**config.mk**
```make
export PLATFORM = sky130hd
export DESIGN_NAME = clkgate_ctrl
export DESIGN_NICKNAME = d
export VERILOG_FILES = /design/src/rtl/clkgate_ctrl.sv
export SDC_FILE = /design/constraint.sdc
export NUM_CORES = 1
export LEC_CHECK = 0
export CORE_ASPECT_RATIO = 1.1
export CORE_MARGIN = 2
export CORE_UTILIZATION = 34
export CTS_CLUSTER_DIAMETER = 200
export DETAILED_ROUTE_END_ITERATION = 10
export GPL_ROUTABILITY_DRIVEN = 0
export PLACE_DENSITY = 0.75
export SLEW_MARGIN = 10
export SYNTH_ARGS = -nofsm -noshare
export SYNTH_HDL_FRONTEND = slang
export SYNTH_SLANG_ARGS = --single-unit
```
**constraint.sdc**
```tcl
create_clock -name clk_i -period 1.85 [get_ports clk_i]
set_clock_uncertainty 0.1 [all_clocks]
set_input_delay 0.2775 -clock clk_i [delete_from_list [all_inputs] [get_ports clk_i]]
set_output_delay 0.2775 -clock clk_i [all_outputs]
set_load 0.01 [all_outputs]
```
**src/rtl/clkgate_ctrl.sv**
```systemverilog
// Clock-gate sequencer: opens the gate on request, grants after a wake delay, closes after idle hysteresis.
// Optional gated-cycle statistics counter enabled by defining CLKGATE_CTRL_STATS_EN.
//
// state  | meaning
// -------+------------------------------------------------------------
// S_OFF  | gate closed, waiting for any request
// S_WAKE | gate open, letting the gated clock settle; no grants yet
// S_ON   | gate open and stable; active requesters are acknowledged
// S_IDLE | gate still open, counting down hysteresis before closing
module clkgate_ctrl #(
    parameter int NREQ        = 4,
    parameter int WAKE_CYCLES = 2,
    parameter int IDLE_CYCLES = 16,
    parameter int CNT_W       = 32
) (
    input  logic             clk_i,
    input  logic             rst_i,
    input  logic [NREQ-1:0]  req_i,
    output logic [NREQ-1:0]  ack_o,
    input  logic             test_en_i,
    output logic             en_o,
    output logic             busy_o,
    output logic [CNT_W-1:0] gated_cycles_o
);

    localparam int WW = $clog2(WAKE_CYCLES) + 1;
    localparam int IW = $clog2(IDLE_CYCLES) + 1;
    localparam logic [WW-1:0] WAKE_LOAD = WW'(WAKE_CYCLES - 1);
    localparam logic [IW-1:0] IDLE_LOAD = IW'(IDLE_CYCLES - 1);

    typedef enum logic [1:0] {
        S_OFF  = 2'd0,
        S_WAKE = 2'd1,
        S_ON   = 2'd2,
        S_IDLE = 2'd3
    } state_t;

    state_t        state_q;
    logic          en_q;
    logic          busy_q;
    logic [WW-1:0] wake_cnt_q;
    logic [IW-1:0] idle_cnt_q;
    logic          any_req;

    assign any_req = |req_i;

    // Down-counters are loaded on state entry and leave the state at zero, so they never wrap.
    always_ff @(posedge clk_i) begin
        if (rst_i) begin
            state_q    <= S_OFF;
            en_q       <= 1'b0;
            busy_q     <= 1'b0;
            wake_cnt_q <= '0;
            idle_cnt_q <= '0;
        end else begin
            case (state_q)
                S_OFF: begin
                    if (any_req) begin
                        state_q    <= S_WAKE;
                        en_q       <= 1'b1;
                        busy_q     <= 1'b1;
                        wake_cnt_q <= WAKE_LOAD;
                    end
                end
                S_WAKE: begin
                    if (wake_cnt_q == '0) begin
                        state_q <= S_ON;
                    end else begin
                        wake_cnt_q <= wake_cnt_q - 1'b1;
                    end
                end
                S_ON: begin
                    if (!any_req) begin
                        state_q    <= S_IDLE;
                        idle_cnt_q <= IDLE_LOAD;
                    end
                end
                S_IDLE: begin
                    // A request in the final idle cycle still wins over closing.
                    if (any_req) begin
                        state_q <= S_ON;
                    end else if (idle_cnt_q == '0) begin
                        state_q <= S_OFF;
                        en_q    <= 1'b0;
                        busy_q  <= 1'b0;
                    end else begin
                        idle_cnt_q <= idle_cnt_q - 1'b1;
                    end
                end
                default: begin
                    state_q <= S_OFF;
                    en_q    <= 1'b0;
                    busy_q  <= 1'b0;
                end
            endcase
        end
    end

    assign ack_o  = req_i & {NREQ{state_q == S_ON}};
    assign en_o   = en_q | test_en_i;
    assign busy_o = busy_q;

`ifdef CLKGATE_CTRL_STATS_EN
    logic [CNT_W-1:0] gated_q;

    always_ff @(posedge clk_i) begin
        if (rst_i) begin
            gated_q <= '0;
        end else if (!en_o && (gated_q != {CNT_W{1'b1}})) begin
            gated_q <= gated_q + 1'b1;
        end
    end

    assign gated_cycles_o = gated_q;
`else
    assign gated_cycles_o = '0;
`endif

endmodule

```
; Word-level counts from Yosys, hierarchy flattened
; Cells that the tools add are included.
[totals]
regBits = 10
latch_bits = 0
ram_bits = 0
rom_bits = 0
in_bits = 7
output_inout_bits = 38
wordCells = 46
mem_count = 0
[classes]
addsub = 2
mul = 0
div = 0
magnitude_cmp = 0
eq_ne = 11
shift = 0
muxes = 16
n_bitwise = 2
n_reduce_logical = 11
[ops]
columns = op, count
row1 = $mux W5, 3
row2 = $ne A2 B2 Y1 const B, 7
row3 = $mux W2, 6
row4 = $reduce_and A4 Y1, 3
row5 = $pmux W5 S2, 1
row6 = $pmux W2 S4, 1
row7 = $reduce_bool A2 Y1, 3
row8 = $logic_not A5 Y1, 1
row9 = $sub A5 B1 Y5 const B, 1
row10 = $and A4 B4 Y4, 1
row11 = $eq A2 B2 Y1 const B, 2
row12 = $logic_not A2 Y1, 2
row13 = $pmux W2 S2, 1
row14 = $reduce_or A4 Y1, 1
row15 = $mux W1, 3
row16 = $ne A3 B3 Y1 const B, 1
row17 = $reduce_and A3 Y1, 1
row18 = $eq A2 B1 Y1 const B, 1
row19 = $pmux W1 S2, 1
row20 = $sub A2 B1 Y2 const B, 1
row21 = $or A1 B1 Y1, 1

; Longest topological paths before layout
[logic_depth]
ltp_word = 4
ltp_mapped = 7
mapped_depth_nobuf = 6

; Worst setup path before layout
; OpenSTA, ideal clock, no wires.
[synth_timing]
path_type = register to register
start = register idle_cnt_q[0]
end = register idle_cnt_q[2]
setup_time_ps = 134
t_arrival_ps = 1541
required_time_ps = 1616
slack_ps = 76
path_stages_with_launch = 8
cell_sequence = dfxtp_1 > inv_1 > ha_1 > or4b_1 > buf_2 > o2111ai_1 > xor2_1 > a21oi_1
[synth_via]
elab_chain_cells = 4
[synth_lines]
columns = element, line
row1 = from (decl), 42  ; logic [IW-1:0] idle_cnt_q;
row2 = from (signal assigned), 87  ; idle_cnt_q <= idle_cnt_q - 1'b1;
row3 = $sub A5 B1 Y5, 87
row4 = $mux W5, 82  ; end else if (idle_cnt_q == '0) begin
row5 = $mux W5, 80  ; if (any_req) begin
row6 = $pmux W5 S2, 56  ; case (state_q)
; Parallel ways exist; a longest one is shown, timed or not. The select of a mux whose other input is x is not followed.
; A chain may end at the register's enable or synchronous reset.

; Final worst setup path
[layout_timing]
start = input port test_en_i
end = output port en_o
[layout_via]
elab_chain_cells = 1
[layout_lines]
columns = element, line
row1 = from (decl), 20  ; input logic test_en_i,
row2 = $or A1 B1 Y1, 100  ; assign en_o = en_q | test_en_i;
row3 = to (decl), 21  ; output logic en_o,
; Every way passes these cells.

==> out/results.txt <==
Status: finished clean
Setup violations, final: 0
Max_cap viols: 0
H-tree depth: 1
Top cell type's share of synthesized area: 29.8%
Final worst setup slack: 0.0449 ns
Io pins: 45
Fmax: 0.554 GHz
Share of post-route cells with drive strength above 1: 19.8%
DP Worst Slack: -0.0909 ns
Remaining Overflow, GRT: 0
Cells taking the most area after synthesis: buf_4, dfxtp_1, a21oi_1
Worst Path Required: 1.47 ns
Hold Crit Start: idle_cnt_q[4]
Max-slew violations: 0
Area growth, synth to finish: 18.1%
Post-DRT Antenna Nets: 0
Peak supply drop: 0.386 mV
Site Rows: 18
Vias: 649
CTS tree: built
CP max stage delay: 0.48 ns
Critical R2R Launch: idle_cnt_q[0]
RSZ-0062 raised after global routing: false
Fill cells: 229
Pleak: 0.420 nW
Routed WL: 1450 um
Critical path type: in -> out
DP Area: 877 um2
Die X: 50.5 um
Post-Syn Instances: 103
Commonest non-fill, non-tap cell in the layout: conb_1
Crit path buf inv count: 2
Area occupied by multi-input gates: 483 um2
Post-route cell area: 953 um2
CTS Sinks: 10
Critical-path cell list: clkdlybuf4s50_1, or2_2, clkdlybuf4s50_1
Clock Pin Slew Worst Setup and Hold Paths: 0.06 ns
Via density per instance: 4.30
Initial antenna violation count: 0
DRC Markers: 0
Worst Setup Start Kind: input port
Syn Area/Cell: 7.84 um2
Yosys cell types: 32
Critical path's slowest cell: clkdlybuf4s50_1
Synth area leader: buf_4
Initial DRC count: 14
CP Capture Type: output pin
FF-to-FF End: idle_cnt_q[1]
Worst skew pair latency: 0.27 ns
HP Class: reg -> reg
Overall Global Routing Usage: 10.7%
Final core occ: 42.3%
CP arrival: 1.43 ns
Buffers on Ports: 12
Critical path depth: 3
Reg2reg setup slack: 0.10 ns
Final worst path period need: 1.81 ns
DR WL/cell: 9.62 um
Seq/Total Area, Yosys: 24.8%
Post-synth design cell area: 807 um2
DPL Wire Length: 1090 um
Commonest non-fill, non-tap cells in the layout: conb_1, a21oi_1, dfxtp_1, clkdlybuf4s50_1
Core Region: 2250 um2
Top delay family on crit path: buffers and inverters
Non-Filler Instances: 151
TritonCTS buffer count: 3
Pwr dens: 678 nW/um2
Cell with the most instances on the worst path: clkdlybuf4s50_1
YS warnings: 0
Final #Nets: 131
CTS Root Cell: clkbuf_4
Hold_buf cts: 0
Worst reg2reg path depth: 7
Vias in the first global route: 555
First-pass GRT wire length: 2230 um
Die H: 55.1 um
Worst Setup SP: test_en_i
Initial DRT Pass Iterations: 4
Final worst-path cycle share: 97.6%
Reg area: 203 um2
Final hold violation count: 0
Worst Path Max Fanout: 1
Ant. Diodes: 0
Die ar.: 2780 um2
Inst Count DP: 147
Synthesis-stage register bit count: 10
Critical Path End: en_o
Largest net degree at the start of global routing: 13
Initial core utilization: 35.8%
Clock Path Buffers: 2
Yosys cell counts, drive strengths merged:
library cell / n
a211oi: 2
a21oi: 8
a221oi: 2
and2: 4
buf: 34
clkbuf: 2
conb: 1
dfxtp: 10
ha: 2
inv: 6
nand2: 6
nand3: 1
nand4: 1
nor2: 4
nor2b: 1
nor3: 2
nor3b: 1
nor4: 1
o2111ai: 2
o21ai: 4
o221a: 1
o22ai: 1
o31ai: 1
or2: 2
or4: 1
or4b: 1
xor2: 2
routing by layer:
layer,part of all wire [%],GRT usage [%],vias to the layer above,routed length [um]
li1,-,-,324,-
met1,40,10.3,289,577
met2,52,21.7,34,752
met3,7.9,1.88,2,114
met4,0.48,6.76,0,7
met5,0,0,-,0
cell type report:
cell class                      count  share of cell area, %
Timing Repair Buffer               19                   18.0
Inverter                            6                   2.36
Clock buffer                        4                   3.81
Multi-Input combinational cell     82                   50.7
Sequential cell                    10                   21.3
Tap cell                           30                   3.94
how the worst min path moves through the flow:
stage	to	cells after the start
2_1_floorplan	idle_cnt_q[4]	1
3_3_place_gp	idle_cnt_q[4]	1
3_5_place_dp	idle_cnt_q[4]	1
4_1_cts	idle_cnt_q[4]	1
5_1_grt	idle_cnt_q[4]	1
6_report	idle_cnt_q[4]	1
power by group:
part / switching, mW / total [mW] / leakage (nW) / internal (mW)
combinational: 0.117 / 0.202 / 0.316 / 0.0851
clock: 0.0766 / 0.196 / 0.0210 / 0.120
sequential: 0.0155 / 0.248 / 0.0829 / 0.233
stage by stage:
step                TNS (ns)  hold slack, ns  power, mW
finish                     0           0.381      0.646
global route               0           0.399      0.690
CTS                        0           0.380      0.643
detailed placement    -0.193           0.371      0.440
global placement     -0.0758           0.367      0.435
floorplan                  0           0.354      0.422
state kept, by name, indices dropped and copies added (netlist names):
register / count
state_q: 2
idle_cnt_q: 5
busy_o: 1
wake_cnt_q: 2
cell families after synthesis:
| group | count (synthesis) | synth area share [%] |
|---|---|---|
| xor+xnor | 2 | 2.17 |
| other cells | 1 | 0.465 |
| simple gates | 25 | 17.4 |
| buf+inv | 42 | 34.6 |
| compound gates | 21 | 17.5 |
| flops | 10 | 24.8 |
| fa+ha+maj | 2 | 3.10 |
timing repair:
item,CTS,global route
endpoints found under the setup margin,4,6
setup buffers,0,0
gates resized for setup,6,11
pin swaps,0,1
Power figures use the tool's default switching activity.
